File: config.mk
export PLATFORM = sky130hd
export DESIGN_NAME = parity_frame_tx
export DESIGN_NICKNAME = d
export VERILOG_FILES = /design/src/rtl/parity_frame_pkg.sv /design/src/rtl/frame_parity_calc.sv /design/src/rtl/parity_frame_tx.sv
export SDC_FILE = /design/constraint.sdc
export NUM_CORES = 1
export LEC_CHECK = 0
export BUFFER_PORTS_ARGS = -buffer_cell sky130_fd_sc_hd__buf_2
export CORE_MARGIN = 1.5
export CORE_UTILIZATION = 50
export DETAILED_ROUTE_END_ITERATION = 8
export PLACE_DENSITY = 0.72
export SLEW_MARGIN = 40
export SYNTH_ARGS = -nofsm -noshare
export SYNTH_HDL_FRONTEND = slang
export SYNTH_SLANG_ARGS = --single-unit
File: constraint.sdc
create_clock -name clk -period 3.3 [get_ports clk]
set_clock_uncertainty 0.05 [all_clocks]
set_input_delay 0.495 -clock clk [delete_from_list [all_inputs] [get_ports clk]]
set_output_delay 0.495 -clock clk [all_outputs]
set_load 0.02 [all_outputs]
File: src/rtl/parity_frame_pkg.sv
// Shared types and line levels for the parity serial framer.
// Optional build macro: ODD_PARITY_EN (odd instead of even parity bit).
package parity_frame_pkg;

   typedef enum logic [2:0] {
      IDLE,
      START,
      DATA,
      PARITY,
      STOP
   } tx_state_t;

   localparam logic TX_IDLE_LVL = 1'b1;
   localparam logic START_LVL   = 1'b0;
   localparam logic STOP_LVL    = 1'b1;

endpackage

File: src/rtl/frame_parity_calc.sv
// Combinational parity of the latched frame word.
// Build macro ODD_PARITY_EN selects odd parity; default is even parity.
module frame_parity_calc
   import parity_frame_pkg::*;
#(
   parameter int DATA_W = 4
) (
   input  logic [DATA_W-1:0] data_i,
   output logic              parity_o
);

`ifdef ODD_PARITY_EN
   assign parity_o = ~(^data_i);
`else
   assign parity_o = ^data_i;
`endif

endmodule

File: src/rtl/parity_frame_tx.sv
// Serial framer: start bit, data LSB-first, parity bit, stop bit, each BIT_CYCLES clocks.
// Build macro ODD_PARITY_EN (via frame_parity_calc) switches the parity sense.
module parity_frame_tx
   import parity_frame_pkg::*;
#(
   parameter int DATA_W     = 4,
   parameter int BIT_CYCLES = 4
) (
   input  logic              clk,
   input  logic              rst,
   input  logic              in_valid,
   output logic              in_ready,
   input  logic [DATA_W-1:0] in_data,
   output logic              tx,
   output logic              busy,
   output logic              done
);

   localparam int CNT_W = $clog2(BIT_CYCLES) + 1;
   localparam int IDX_W = $clog2(DATA_W) + 1;
   localparam logic [CNT_W-1:0] CNT_LAST = CNT_W'(BIT_CYCLES - 1);
   localparam logic [IDX_W-1:0] IDX_LAST = IDX_W'(DATA_W - 1);

   tx_state_t         state_q, state_d;
   logic [CNT_W-1:0]  cnt_q, cnt_d;
   logic [IDX_W-1:0]  idx_q, idx_d;
   logic [DATA_W-1:0] data_q, data_d;
   logic              tx_q, tx_d;
   logic              parity;
   logic              bit_last;
   logic              accept;
   logic [DATA_W-1:0] data_shift;

   frame_parity_calc #(
      .DATA_W (DATA_W)
   ) u_parity (
      .data_i   (data_q),
      .parity_o (parity)
   );

   assign bit_last = (cnt_q == CNT_LAST);
   assign in_ready = (state_q == IDLE) || ((state_q == STOP) && bit_last);
   assign accept   = in_valid && in_ready;
   assign busy     = (state_q != IDLE);
   assign done     = (state_q == STOP) && bit_last;
   assign tx       = tx_q;

   always_comb begin
      state_d = state_q;
      cnt_d   = bit_last ? '0 : cnt_q + CNT_W'(1);
      idx_d   = idx_q;
      data_d  = data_q;
      case (state_q)
         IDLE: begin
            cnt_d = '0;
            if (accept) begin
               state_d = START;
               data_d  = in_data;
            end
         end
         START: begin
            if (bit_last) begin
               state_d = DATA;
            end
         end
         DATA: begin
            if (bit_last) begin
               if (idx_q == IDX_LAST) begin
                  state_d = PARITY;
               end else begin
                  idx_d = idx_q + IDX_W'(1);
               end
            end
         end
         PARITY: begin
            if (bit_last) begin
               state_d = STOP;
            end
         end
         STOP: begin
            if (bit_last) begin
               if (accept) begin
                  state_d = START;
                  data_d  = in_data;
               end else begin
                  state_d = IDLE;
               end
            end
         end
         default: state_d = IDLE;
      endcase
      if (state_d != state_q) begin
         cnt_d = '0;
      end
      if (state_d != DATA) begin
         idx_d = '0;
      end
   end

   // tx is registered, so it is derived from the next state to line up with it
   assign data_shift = data_q >> idx_d;

   always_comb begin
      tx_d = TX_IDLE_LVL;
      case (state_d)
         IDLE:    tx_d = TX_IDLE_LVL;
         START:   tx_d = START_LVL;
         DATA:    tx_d = data_shift[0];
         PARITY:  tx_d = parity;
         STOP:    tx_d = STOP_LVL;
         default: tx_d = TX_IDLE_LVL;
      endcase
   end

   always_ff @(posedge clk or posedge rst) begin
      if (rst) begin
         state_q <= IDLE;
         cnt_q   <= '0;
         idx_q   <= '0;
         data_q  <= '0;
         tx_q    <= TX_IDLE_LVL;
      end else begin
         state_q <= state_d;
         cnt_q   <= cnt_d;
         idx_q   <= idx_d;
         data_q  <= data_d;
         tx_q    <= tx_d;
      end
   end

endmodule
==> results of run 1 <==
-- state kept, by name, indices dropped and copies added (netlist names) --
signal,count
idx_q,3
tx,1
data_q,4
cnt_q,3
state_q,3
-- cell families after synthesis --
group | after synthesis
adder cells (fa/ha/maj) | 2
buffers and inverters | 7
flip-flops | 14
AO/OA/AOI/OAI | 17
multiplexers | 8
AND/OR/NAND/NOR | 40
XOR/XNOR | 3
-- stage by stage --
step | std cells | setup WS, ns | total power [mW]
after floorplan | 91 | 1.30 | 0.608
after global placement | 121 | 1.24 | 0.662
after detailed placement | 121 | 1.19 | 0.668
after CTS | 125 | 1.16 | 0.770
after global routing | 125 | 1.01 | 0.833
final | 125 | 1.15 | 0.769
-- power by group through the flow --
stage	sequential, mW	clock, mW	combinational [mW]
5_1_grt	0.318	0.111	0.404
4_1_cts	0.306	0.105	0.359
3_5_place_dp	0.310	0	0.358
6_report	0.307	0.105	0.357
3_3_place_gp	0.307	0	0.354
2_1_floorplan	0.284	0	0.325
-- layer usage --
metal | vias up | share of wire, %
met1 | 313 | 50
met2 | 16 | 45
li1 | 346 | -
met4 | 0 | 1.1
met5 | - | 0
met3 | 2 | 3.4
-- critical path: cells and delay by family, from the launching register on --
family                     cells  cell delay (ns)
DFF                            1             0.36
and+or+nand+nor                1             0.22
AOI/OAI and AO/OA              1             0.29
buffers and inverters          1             0.21
adders and majority gates      1             0.23
-- cell type report --
cell class                 instances  area share [%]
clock buffer                       4            2.75
tap                               25            3.27
timing repair buffer              10            5.24
sequential                        14            36.8
multi-input combinational         70            51.2
inverter                           2           0.785
-- how the worst min path moves through the flow --
stage / slack [ns] / to
detailed placement: 0.39 / cnt_q[0]$_DFF_PP0_
CTS: 0.21 / cnt_q[1]$_DFF_PP0_
global route: 0.25 / state_q[0]$_DFF_PP0_
global placement: 0.37 / cnt_q[0]$_DFF_PP0_
floorplan: 0.33 / cnt_q[0]$_DFF_PP0_
finish: 0.19 / cnt_q[1]$_DFF_PP0_
-- cell usage in the layout, fill, tap and decap left out, drive strengths merged --
cell type	instances
dfrtp	13
nor2	11
buf	10
nand2	6
and2b	5
mux2	4
a21oi	4
mux2i	4
clkbuf	4
xnor2	3
nand2b	3
nand3	2
o21ai	2
inv	2
nor3	2
a211oi	2
ha	2
a21boi	1
and3	1
nand3b	1
nand4b	1
nor2b	1
a222oi	1
or2	1
or3	1
o22ai	1
a22oi	1
a2bb2oi	1
nor3b	1
nor4	1
nor4b	1
o221ai	1
or4	1
o22a	1
a211o	1
a31o	1
nor4bb	1
dfstp	1
==> flow_summary.json, run 1 <==
{
  "run_status": "finished clean",
  "synth_most_common_cell": "dfrtp_1",
  "synth-seq-cells": 14,
  "dp_hpwl_um": 1210,
  "combPwrFrac_pct": 46.4,
  "grtUsageTotal_pct": 19.6,
  "finalNetCount": 110,
  "timing.rr.start": "idx_q[0]$_DFF_PP0_",
  "grt_overflow": 0,
  "cts_tree": "yes",
  "final.setup.tns_ns": 0,
  "p_sw_share_pct": 40.3,
  "vias_per_cell": 5.42,
  "synth_adder_area_share_pct": 2.79,
  "worst_slew_pin_slew_ns": 0.543,
  "seqPwrFrac_pct": 40.0,
  "synth_cells": 91,
  "clk_pin_slew_ns": 0.09,
  "synth_fp_nets": 100,
  "fmax_mhz": 466,
  "die_h_um": 45.4,
  "ff2ff_setup_slack_ns": 1.18,
  "met2_usage_pct": 30.0,
  "powerDensity_mw_per_mm2": 805,
  "synthXorXnorAreaFrac_pct": 2.93,
  "slowest_delay_ns": 0.36,
  "leakage_nw": 0.431,
  "ios": 11,
  "holdWs_ns": 0.189,
  "synth_edf_count": 0,
  "period_share_pct": 65.0,
  "setup_viol": 0,
  "critPathKind": "flop to output port",
  "async_reset_ff_share_pct": 100,
  "nFillCells": 149,
  "synth-compound-area-share_pct": 13.4,
  "met1_usage_pct": 26.8,
  "cp-endpoint": "in_ready",
  "required_ns": 2.75,
  "netSwitchingPower_uw": 310,
  "die_x_um": 45.4,
  "cts.root.buffer_cell": "clkbuf_4",
  "drtPass1Iterations": 4,
  "cp.arrival_ns": 1.60,
  "synth_area_leaders": "dfrtp_1 (36%), mux2_2 (5.0%), nor2_1 (4.6%), mux2i_1 (4.5%), dfstp_2 (2.9%)",
  "antenna_left": 0,
  "hold_viol": 0,
  "synth_top_area_share_pct": 36.3,
  "dieArea_sq_mm": 0.00206,
  "synth_top_family_by_area": "simple AND/OR/NAND/NOR gates",
  "period_needed_ns": 2.15,
  "htree_levels": 1,
  "startpoint": "cnt_q[0]$_DFF_PP0_",
  "wl_per_cell_um": 13.4,
  "postCtsSetupRepairBufs": 0,
  "critPathMaxFanout": 9,
  "antenna_found_initial": 0,
  "p_clk_share_pct": 13.7,
  "finalInstanceArea_sq_um": 956,
  "path_cells": "ha_1 -> nand2b_1 -> a21boi_0 -> buf_2",
  "cts.sinks": 14,
  "synth_cell_types": 43,
  "syn_avg_cell_area_sq_um": 9.86,
  "rsz0062_at_grt": "false",
  "final-seq-area_sq_um": 352,
  "synth-simple-area-share_pct": 25.9,
  "numCtsBuffers": 3,
  "r2r-end": "tx$_DFF_PP1_",
  "crit_slowest_cell": "dfrtp_1",
  "syn_area_sq_um": 897,
  "maxSlewHeadroom_pct": 63.8,
  "dpl_cell_area_sq_um": 930,
  "top_usage_layer": "met2",
  "grt_pass1_vias": 637,
  "insertion_delay_ns": 0.28,
  "initial_utilization_pct": 52.5,
  "yosysWarnings": 0,
  "placementRows": 15,
  "grt_pass1_wl_um": 2860,
  "layout-drive-gt1-share_pct": 24.0,
  "diodes": 0,
  "hold_buffers": 0,
  "drv_slew": 0,
  "num_vias": 677,
  "route.detailed.drc": 0,
  "rr_worst_depth": 6,
  "use_met3_pct": 3.60,
  "crit_path_end_kind": "output port",
  "synth_largest_area_cell": "dfrtp_1",
  "ys_seq_area_share_pct": 39.2,
  "gp_routability_congestion": 0.775,
  "cp-start-kind": "flop",
  "max_cap_viol_count": 0,
  "drt_wl_total_um": 1670,
  "ys_top_cells_by_count": "dfrtp_1 (13), nor2_1 (11), nand2_1 (6)",
  "synth_mux_area_share_pct": 9.48,
  "p_int_uw": 459,
  "synthFlopType": "dfrtp_1",
  "syn_to_final_growth_pct": 6.56,
  "min_path_type": "input port to asynchronous set/reset pin",
  "clockBufferDepth": 2,
  "cts_resized": 0,
  "max-vdd-ir-drop_mv": 0.495,
  "multi_input_area_sq_um": 489,
  "dr.first_iter.drc_count": 14,
  "fin_util_pct": 56.0,
  "grt_max_degree": 18,
  "core_region_area_sq_mm": 0.00171,
  "portBuffers": 10
}
Power figures use the tool's default switching activity.
==> inputs of run 2 (changes only) <==
==> constraint.sdc (replaced) <==
create_clock -name clk -period 2.1 [get_ports clk]
set_clock_uncertainty 0.05 [all_clocks]
set_input_delay 0.315 -clock clk [delete_from_list [all_inputs] [get_ports clk]]
set_output_delay 0.315 -clock clk [all_outputs]
set_load 0.02 [all_outputs]
==> run 2 against run 1 <==
The run now ends with negative hold slack left. Clock-buffer cell count unchanged. Setup slack got worse by 1.0 ns. Combinational power up 77%. Core utilization rose by 2.2 points. Global-route usage grew 1.0 points. Design area increased by 3.9%. Largest cell class unchanged. Critical path depth rose by 1. Final cell count increased by 4.0%. Power is 62% higher. Via count is 6.2% higher. Die area unchanged.
==> flow_summary.json, run 2 (synthesis results as in run 1) <==
{
  "postCtsSetupRepairBufs": 0,
  "fmax_mhz": 505,
  "num_vias": 719,
  "ff2ff_setup_slack_ns": 0.14,
  "top_usage_layer": "met2",
  "portBuffers": 10,
  "clockBufferDepth": 2,
  "post-place-ws_ns": 0.164,
  "cts_resized": 0,
  "finalNetCount": 115,
  "final.setup.tns_ns": 0,
  "gp_routability_congestion": 0.782,
  "dpl.cell_count": 126,
  "max_cap_viol_count": 0,
  "antenna_found_initial": 0,
  "setup_viol": 0,
  "drv_slew": 0,
  "layout-drive-gt1-share_pct": 27.6,
  "holdWs_ns": -0.00586,
  "crit_path_end_kind": "output port",
  "fin_cells": 130,
  "grt_pass1_vias": 669,
  "timing.rr.start": "idx_q[1]$_DFF_PP0_",
  "period_needed_ns": 1.98,
  "dp_hpwl_um": 1280,
  "max-vdd-ir-drop_mv": 0.790,
  "placementRows": 15,
  "final_common_cell": "dfrtp_1",
  "dr.first_iter.drc_count": 29,
  "critPathMaxFanout": 8,
  "syn_to_final_growth_pct": 10.7,
  "met1_usage_pct": 27.0,
  "critPathKind": "flop to output port",
  "rsz0062_at_grt": "false",
  "largest_register_ffs": 4,
  "clk_pin_slew_ns": 0.09,
  "run_status": "complete, but fails checks",
  "antenna_left": 0,
  "required_ns": 1.74,
  "top_register": "data_q",
  "route.detailed.drc": 0,
  "grt_max_degree": 17,
  "met2_usage_pct": 32.6,
  "vias_per_cell": 5.53,
  "initial_utilization_pct": 52.5,
  "r2r-end": "tx$_DFF_PP1_",
  "diodes": 0,
  "grt_pass1_wl_um": 2980,
  "core_region_area_sq_mm": 0.00171,
  "insertion_delay_ns": 0.29,
  "use_met3_pct": 3.60,
  "wl_per_cell_um": 13.3,
  "grt_overflow": 0,
  "hold_buffers": 0,
  "die_h_um": 45.4,
  "mostFrequentLayoutCells": "dfrtp_1 (13), nor2_1 (11), buf_2 (10), nand2_1 (6), buf_4 (5)",
  "layout_setup_ws_ns": 0.119,
  "min_path_type": "input port to asynchronous set/reset pin",
  "maxSlewHeadroom_pct": 61.0,
  "powerDensity_mw_per_mm2": 1250,
  "cts_tree": "yes",
  "cts.root.buffer_cell": "clkbuf_4",
  "grtUsageTotal_pct": 20.6,
  "period_share_pct": 94.4,
  "ios": 11,
  "htree_levels": 1,
  "cp.arrival_ns": 1.62,
  "die_x_um": 45.4,
  "hold_viol": 7,
  "cp-start-kind": "flop",
  "drt_wl_total_um": 1730,
  "drtPass1Iterations": 4,
  "leakage_nw": 0.457,
  "dieArea_sq_mm": 0.00206,
  "violations": "negative hold slack",
  "rr_worst_depth": 6,
  "cts.sinks": 14,
  "worst_slew_pin_slew_ns": 0.586,
  "report.power.total_mw": 1.24,
  "numCtsBuffers": 3
}
==> run 2: cell types whose count changed in the layout (fill, tap and decap cells not counted), sizes merged <==
cell	previous run	this run
buf	10	15
==> run 2: where the power goes <==
| part | leakage [nW] | switching (mW) | internal [mW] |
|---|---|---|---|
| combinational | 0.267 | 0.326 | 0.305 |
| sequential | 0.175 | 0.0749 | 0.370 |
| clock | 0.0150 | 0.0922 | 0.0740 |
==> run 2: final cells by class <==
| class | count | area, sq um |
|---|---|---|
| clock buffers | 4 | 26.3 |
| fillers | 149 | 714 |
| inverters | 2 | 7.51 |
| multi-input cells | 70 | 489 |
| flip-flops and latches | 14 | 352 |
| well taps | 25 | 31.3 |
| repair buffers | 15 | 87.6 |
==> run 2: worst max-delay path, stage by stage (launching register included) <==
cell and delay, ns:
dfrtp_1 0.36, ha_1 0.22, nand2b_1 0.11, buf_4 0.17
a21boi_0 0.24, buf_2 0.21
==> run 2: routing by layer <==
layer | vias up | wire, um
met1 | 342 | 780
met3 | 5 | 62
li1 | 356 | -
met5 | - | 0
met4 | 0 | 34
met2 | 16 | 856
==> run 2: worst max path at each step <==
| stage | to | slack (ns) | depth (start not counted) | startpoint |
|---|---|---|---|---|
| floorplan | data_q[0]$_DFFE_PP0P_ | 0.1 | 6 | cnt_q[0]$_DFF_PP0_ |
| global placement | tx$_DFF_PP1_ | 0.21 | 6 | idx_q[1]$_DFF_PP0_ |
| detailed placement | tx$_DFF_PP1_ | 0.16 | 6 | idx_q[1]$_DFF_PP0_ |
| global route | in_ready | 0.01 | 5 | cnt_q[0]$_DFF_PP0_ |
| CTS | in_ready | 0.14 | 5 | cnt_q[0]$_DFF_PP0_ |
| finish | in_ready | 0.12 | 5 | cnt_q[0]$_DFF_PP0_ |
==> run 2: metrics by stage <==
| stage | hold slack (ns) | area, sq um | utilization [%] |
|---|---|---|---|
| finish | -0.00586 | 993 | 58.2 |
| global route | 0.0681 | 993 | 58.2 |
| CTS | 0.0178 | 993 | 58.2 |
| floorplan | 0.154 | 897 | - |
| detailed placement | 0.334 | 967 | 56.6 |
| global placement | 0.326 | 967 | 56.6 |
